<file path="config.mk">
export PLATFORM = sky130hd
export DESIGN_NAME = instr_fetch_unit
export DESIGN_NICKNAME = d
export VERILOG_FILES = /design/src/rtl/instr_fetch_unit.sv
export SDC_FILE = /design/constraint.sdc
export NUM_CORES = 1
export LEC_CHECK = 0
export CAP_MARGIN = 15
export CELL_PAD_IN_SITES_DETAIL_PLACEMENT = 2
export CELL_PAD_IN_SITES_GLOBAL_PLACEMENT = 2
export CORE_ASPECT_RATIO = 0.8
export CORE_MARGIN = 4
export CORE_UTILIZATION = 35
export CTS_BUF_LIST = sky130_fd_sc_hd__clkbuf_4 sky130_fd_sc_hd__clkbuf_8 sky130_fd_sc_hd__clkbuf_16
export CTS_CLUSTER_SIZE = 28
export DETAILED_ROUTE_END_ITERATION = 12
export PLACE_DENSITY_LB_ADDON = 0.1
export SLEW_MARGIN = 15
export SYNTH_ARGS = -nofsm -noshare
export SYNTH_HDL_FRONTEND = slang
export SYNTH_SLANG_ARGS = --single-unit
</file>
<file path="constraint.sdc">
create_clock -name clk -period 4 [get_ports clk]
set_clock_uncertainty 0.1 [all_clocks]
set_input_delay 1 -clock clk [delete_from_list [all_inputs] [get_ports clk]]
set_output_delay 1 -clock clk [all_outputs]
set_load 0.1 [all_outputs]
</file>
<file path="src/rtl/instr_fetch_unit.sv">
// ----------------------------------------------------------------------------
// instr_fetch_unit
//
// Purpose:
//   Reader side of the instruction ROM port. Owns the program counter, drives
//   the ROM byte address and absorbs the ROM's one-cycle registered read
//   latency. Fetched words are buffered in a small FIFO and handed to decode
//   as {instruction, pc} over a valid/ready handshake. A branch redirects the
//   PC and throws away every wrong-path word, buffered or still in flight.
//
// Parameters:
//   RESET_PC   first fetch address after reset release
//   PC_STEP    byte increment per sequential fetch
//   BUF_DEPTH  output FIFO entries (2 or 4)
//
// Ports:
//   clk            in   1   single clock, rising edge
//   reset          in   1   asynchronous reset, active-low
//   rom_dir        out  32  ROM byte address, sampled by the ROM at posedge
//   rom_instr      in   32  ROM data, valid the cycle after rom_dir was sampled
//   branch_valid   in   1   redirect request, single-cycle pulse
//   branch_target  in   32  redirect byte address (bits [1:0] ignored)
//   inst_valid     out  1   inst_data/inst_pc hold a valid entry
//   inst_ready     in   1   decode accepts the head entry when valid && ready
//   inst_data      out  32  head instruction word
//   inst_pc        out  32  byte address of inst_data
// ----------------------------------------------------------------------------
module instr_fetch_unit #(
  parameter logic [31:0] RESET_PC  = 32'h0000_0000,
  parameter int          PC_STEP   = 4,
  parameter int          BUF_DEPTH = 2
) (
  input  logic        clk,
  input  logic        reset,
  output logic [31:0] rom_dir,
  input  logic [31:0] rom_instr,
  input  logic        branch_valid,
  input  logic [31:0] branch_target,
  output logic        inst_valid,
  input  logic        inst_ready,
  output logic [31:0] inst_data,
  output logic [31:0] inst_pc
);

  localparam int PTR_W = $clog2(BUF_DEPTH);
  localparam int CNT_W = PTR_W + 1;
  localparam int OCC_W = CNT_W + 1;

  localparam logic [1:0] ST_BOOT  = 2'd0;
  localparam logic [1:0] ST_RUN   = 2'd1;
  localparam logic [1:0] ST_FLUSH = 2'd2;

  logic [1:0]       state;
  logic [31:0]      pc;
  logic [31:0]      req_pc;
  logic             inflight;

  logic [31:0]      fifo_data [BUF_DEPTH];
  logic [31:0]      fifo_pc   [BUF_DEPTH];
  logic [PTR_W-1:0] rd_ptr;
  logic [PTR_W-1:0] wr_ptr;
  logic [CNT_W-1:0] count;

  logic             pop;
  logic             push;
  logic             issue;
  logic             room;
  logic [OCC_W-1:0] occ_next;
  logic [31:0]      branch_pc;

  // The ROM address is the PC register itself, so no input reaches rom_dir
  // combinationally and the address stays put while fetch is stalled.
  assign rom_dir    = pc;
  assign branch_pc  = branch_target & 32'hFFFF_FFFC;

  assign inst_valid = (count != '0);
  assign pop        = inst_valid && inst_ready;

  // Room must account for the word already on its way back from the ROM,
  // otherwise a stall could arrive with the FIFO full and one word pending.
  assign occ_next   = OCC_W'(count) + OCC_W'(inflight) - OCC_W'(pop);
  assign room       = occ_next < OCC_W'(BUF_DEPTH);
  assign issue      = (state == ST_RUN) && room && !branch_valid;

  // A word returning during the branch cycle belongs to the wrong path.
  assign push       = inflight && !branch_valid;

  // Empty FIFO presents zeros rather than stale entries.
  assign inst_data  = inst_valid ? fifo_data[rd_ptr] : 32'h0;
  assign inst_pc    = inst_valid ? fifo_pc[rd_ptr]   : 32'h0;

  // Fetch control: PC advance, in-flight tracking and the BOOT/RUN/FLUSH
  // sequencing. BOOT gives the ROM one idle cycle to leave its own reset;
  // FLUSH is the bubble while the redirected address settles on rom_dir.
  always_ff @(posedge clk or negedge reset) begin
    if (!reset) begin
      state    <= ST_BOOT;
      pc       <= RESET_PC;
      req_pc   <= 32'h0;
      inflight <= 1'b0;
    end else begin
      inflight <= issue;
      if (issue) begin
        req_pc <= pc;
        pc     <= pc + 32'(PC_STEP);
      end
      if (branch_valid) begin
        pc    <= branch_pc;
        state <= ST_FLUSH;
      end else begin
        case (state)
          ST_BOOT:  state <= ST_RUN;
          ST_RUN:   state <= ST_RUN;
          ST_FLUSH: state <= ST_RUN;
          default:  state <= ST_BOOT;
        endcase
      end
    end
  end

  // FIFO bookkeeping. A branch empties it outright; a pop in the branch cycle
  // still completes because the consumer has already taken the head word.
  always_ff @(posedge clk or negedge reset) begin
    if (!reset) begin
      rd_ptr <= '0;
      wr_ptr <= '0;
      count  <= '0;
    end else if (branch_valid) begin
      rd_ptr <= '0;
      wr_ptr <= '0;
      count  <= '0;
    end else begin
      if (push) wr_ptr <= wr_ptr + PTR_W'(1);
      if (pop)  rd_ptr <= rd_ptr + PTR_W'(1);
      count <= count + CNT_W'(push) - CNT_W'(pop);
    end
  end

  // FIFO storage has no reset; outputs are gated by inst_valid.
  always_ff @(posedge clk) begin
    if (push) begin
      fifo_data[wr_ptr] <= rom_instr;
      fifo_pc[wr_ptr]   <= req_pc;
    end
  end

endmodule

</file>
==> results by group <==
Clocking
  • Postcts setup bufs: 0
  • CTS Root Buffer Type: clkbuf_16
  • Clock transition at path regs: 0.07 ns
  • Number of buffers created by CTS: 17
  • TritonCTS clock tree: yes
  • H-tree Lvls: 4
  • CTS max path bufs: 2
  • Later-pin clock latency in the skew report: 0.44 ns
  • Clock Sinks: about 190

Yosys
  • Syn Std Cell Area: 0.007861 mm²
  • Post-synthesis cell type count: 39
  • Syn Area/Cell: between 10 and 15 µm²
  • Flops & latches, synth: 191
  • Synth warn: 0
  • Mapped Cells: 563
  • Sequential element share of the synthesized area: 68.69%

Cells and area
  • Commonest non-fill, non-tap cells in the layout: edfxtp_1 (124), buf_4 (100), nor2_1 (87)
  • Area Overhead vs Synth: 31.32%
  • Layout cells sized above 1: 23.36%
  • Final net count: 804
  • Multi-input gate area in the final layout: between 0.002 and 0.0025 mm²
  • # diodes: 0
  • FF/Latch Area: roughly 0.0054 mm²
  • Fillers: 2144
  • Most common cell after layout, fill and taps aside: edfxtp_1
  • Finished Layout Cells: 1045

Min path
  • Class of the worst hold path: reg -> reg
  • Hold Path Origin: req_pc[18]
  • Hold path endpoint: fifo_pc[0][18]
  • Hold path cells: 0

Worst setup path
  • Reg2reg start: count[1]
  • Crit path arrival time: between 4 and 5 ns
  • Most Frequent Cell on Critical Path: or4_1
  • Crit-path slowest cell: fa_1
  • WP buf/inv: 2
  • Reg-to-reg slack, setup: 0.46 ns
  • Worst path top cell family by delay: simple AND/OR/NAND/NOR gates
  • Crit path kind: in -> reg
  • CP Capture Type: register
  • Cell-by-cell trace of the critical path: clkdlybuf4s50_1, and2_1, nor2b_4, o21ai_1, fa_1, nand4b_1, or4_1, buf_4, or4_1, a31oi_1
  • CP max stage delay: 0.57 ns
  • Worst R2R End: rom_dir[28]
  • Startpoint types: input pin
  • R2R cell count: 11
  • Worst-path fanout max: 16
  • Worst endpoint required time: 4.24 ns

STA
  • Fin. Hold Viols: 0
  • Final Slew Violations: 0
  • Min cycle time layout: between 3 and 4 ns
  • Final setup fails: 0
  • Slack of the critical path: 0.1848 ns
  • Achievable Freq: 0.2621 GHz
  • Slew @ Worst Pin: 0.9756 ns
  • Slew headroom: 34.75%
  • Unrepaired setup endpoints after global routing: no
  • Tcrit/Tclk final: 95.38%
  • Fin Setup TNS: 0 ns

Power and ir drop
  • PwrDens: 668.7 mW/mm²
  • Worst VDD drop: 0.0002842 V
  • LEAKAGE: 3.736 nW

Placed design
  • Placed insts: approximately 1000
  • Routability congestion estimate: 0.7083
  • Detailed Place HPWL: 14580 µm
  • IO Port Bufs: between 150 and 200
  • Post-Place Setup Slack: -0.2631 ns

Detailed routing
  • Drt first-iter violations: 238
  • Routed Antenna Nets: 0
  • Vias per cell: just over 5
  • DRT Pass-1 Iters: 5
  • Post-Route WL: 21810 µm
  • Routed len/inst: 20.87 µm
  • Routed vias: ~5300
  • DRC errors left: 0

Floorplanning
  • Site row count: 48
  • I/O pins: 165
  • DIE WIDTH: 175.6 µm
  • Starting density of the core: between 30% and 40%
  • DIE HEIGHT: 142.0 µm
  • Die area: 0.02494 mm²
  • Core Region: 0.02180 mm²

Global route
  • GR Util All Layers: 17.89%
  • Largest net degree at the start of global routing: 68
  • First-pass GRT wire length: approximately 34000 µm
  • Initial antenna violation count: 0
  • Vias in the first global route: 5820
  • Grt total ovfl: 0

Run
  • Max-cap viol count: 0

Status
  • Status: completed
-- state kept, by name, indices dropped and copies added, names as in the netlist --
| signal | count |
|---|---|
| inflight | 1 |
| count | 2 |
| fifo_data | 64 |
| state | 2 |
| fifo_pc | 60 |
| req_pc | 30 |
| rom_dir | 30 |
| rd_ptr | 1 |
| wr_ptr | 1 |
-- area by class of cell --
cell class	instances	share of cell area [%]
Inverter	6	0.2545
Timing Repair Buffer	180	15.17
Tap cell	300	3.636
Sequential cell	191	52.34
Clock buffer	17	4.121
Clock inverter	15	1.915
Multi-Input combinational cell	336	22.55
-- timing repair --
action / in CTS / in global routing
resized for setup: 0 / 3
setup endpoints to repair: 0 / 11
hold buffers: 0 / 0
-- metrics by stage --
| stage | cell area (µm²) | hold WS [ns] | util, % | power (mW) |
|---|---|---|---|---|
| 5_1_grt | 10320 | 0.3884 | 47.35 | 7.188 |
| 6_report | 10320 | 0.3742 | 47.35 | 6.903 |
| 3_5_place_dp | 9693 | 0.3590 | 44.46 | 5.148 |
| 2_1_floorplan | 7886 | 0.3244 | - | 4.464 |
| 4_1_cts | 10320 | 0.3730 | 47.32 | 6.974 |
| 3_3_place_gp | 9693 | 0.3342 | 44.46 | 5.054 |
-- logic make-up after synthesis --
| kind of cell | Yosys count | synth area share [%] |
|---|---|---|
| multiplexers | 94 | 12.45 |
| adder cells (fa/ha/maj) | 4 | 0.7322 |
| XOR/XNOR | 13 | 1.544 |
| buffers and inverters | 39 | 2.196 |
| flip-flops | 191 | 68.69 |
| other | 1 | 0.04770 |
| AND/OR/NAND/NOR | 169 | 10.15 |
| AO/OA/AOI/OAI | 52 | 4.186 |
-- how the worst max path moves through the flow --
stage / startpoint / endpoint / slack [ns] / depth (start not counted)
6_report: inst_ready / rom_dir[28] / 0.18 / 10
4_1_cts: inst_ready / rom_dir[28] / 0.08 / 10
2_1_floorplan: count[1] / rom_dir[26] / 0.1 / 11
5_1_grt: inst_ready / rom_dir[28] / 0.01 / 10
3_3_place_gp: inst_ready / rom_dir[28] / -0.20 / 10
3_5_place_dp: inst_ready / rom_dir[28] / -0.26 / 10
-- report_power, final --
| group | internal, mW | total, mW | switching, mW |
|---|---|---|---|
| Sequential | 2.46 | 2.77 | 0.312 |
| Clock | 1.01 | 1.81 | 0.805 |
| Combinational | 0.665 | 2.32 | 1.65 |
| Total | 4.14 | 6.90 | 2.77 |
-- cell usage after synthesis, drive strengths merged --
master	number	share of area [%]
a21oi	1	0.064
a22oi	1	0.096
a31o	1	0.11
a31oi	20	1.6
and2	1	0.080
and3	2	0.16
and4	2	0.22
buf	9	0.75
clkbuf	24	1.2
clkinv	1	0.048
conb	1	0.048
dfrtp	67	21
edfxtp	124	47
fa	1	0.25
ha	3	0.48
inv	5	0.24
mux2	30	4.3
mux2i	64	8.1
nand2	21	1.0
nand3	8	0.51
nand3b	1	0.096
nand4	8	0.64
nand4b	1	0.11
nor2	89	4.2
nor2b	4	0.32
nor3	5	0.32
nor4	2	0.16
o21ai	14	0.89
o31ai	15	1.4
or2	1	0.080
or3	5	0.40
or4	19	1.8
xnor2	10	1.1
xor2	3	0.43
-- per-layer routing --
metal  part of all wire (%)  routed length, µm  up-vias  global-route usage (%)
met5                      0                  0        -                       0
met4                   0.89                194        0                   4.225
met2                     47              10220      136                   27.96
met1                     48              10360     2675                   25.31
met3                    4.7               1029       13                   4.648
li1                       -                  -     2428                       -
-- worst register-to-register path, stage by stage (launching register included) --
cell and delay [ns]:
dfrtp_1 0.50, nor2_4 0.17, clkinvlp_4 0.11, and2_1 0.18, nor2b_4 0.13, buf_4 0.14
fa_1 0.52, nand4b_1 0.14, or4_1 0.54, buf_4 0.21, or4_1 0.51, a31oi_1 0.20
(Power assumes the default switching activity.)
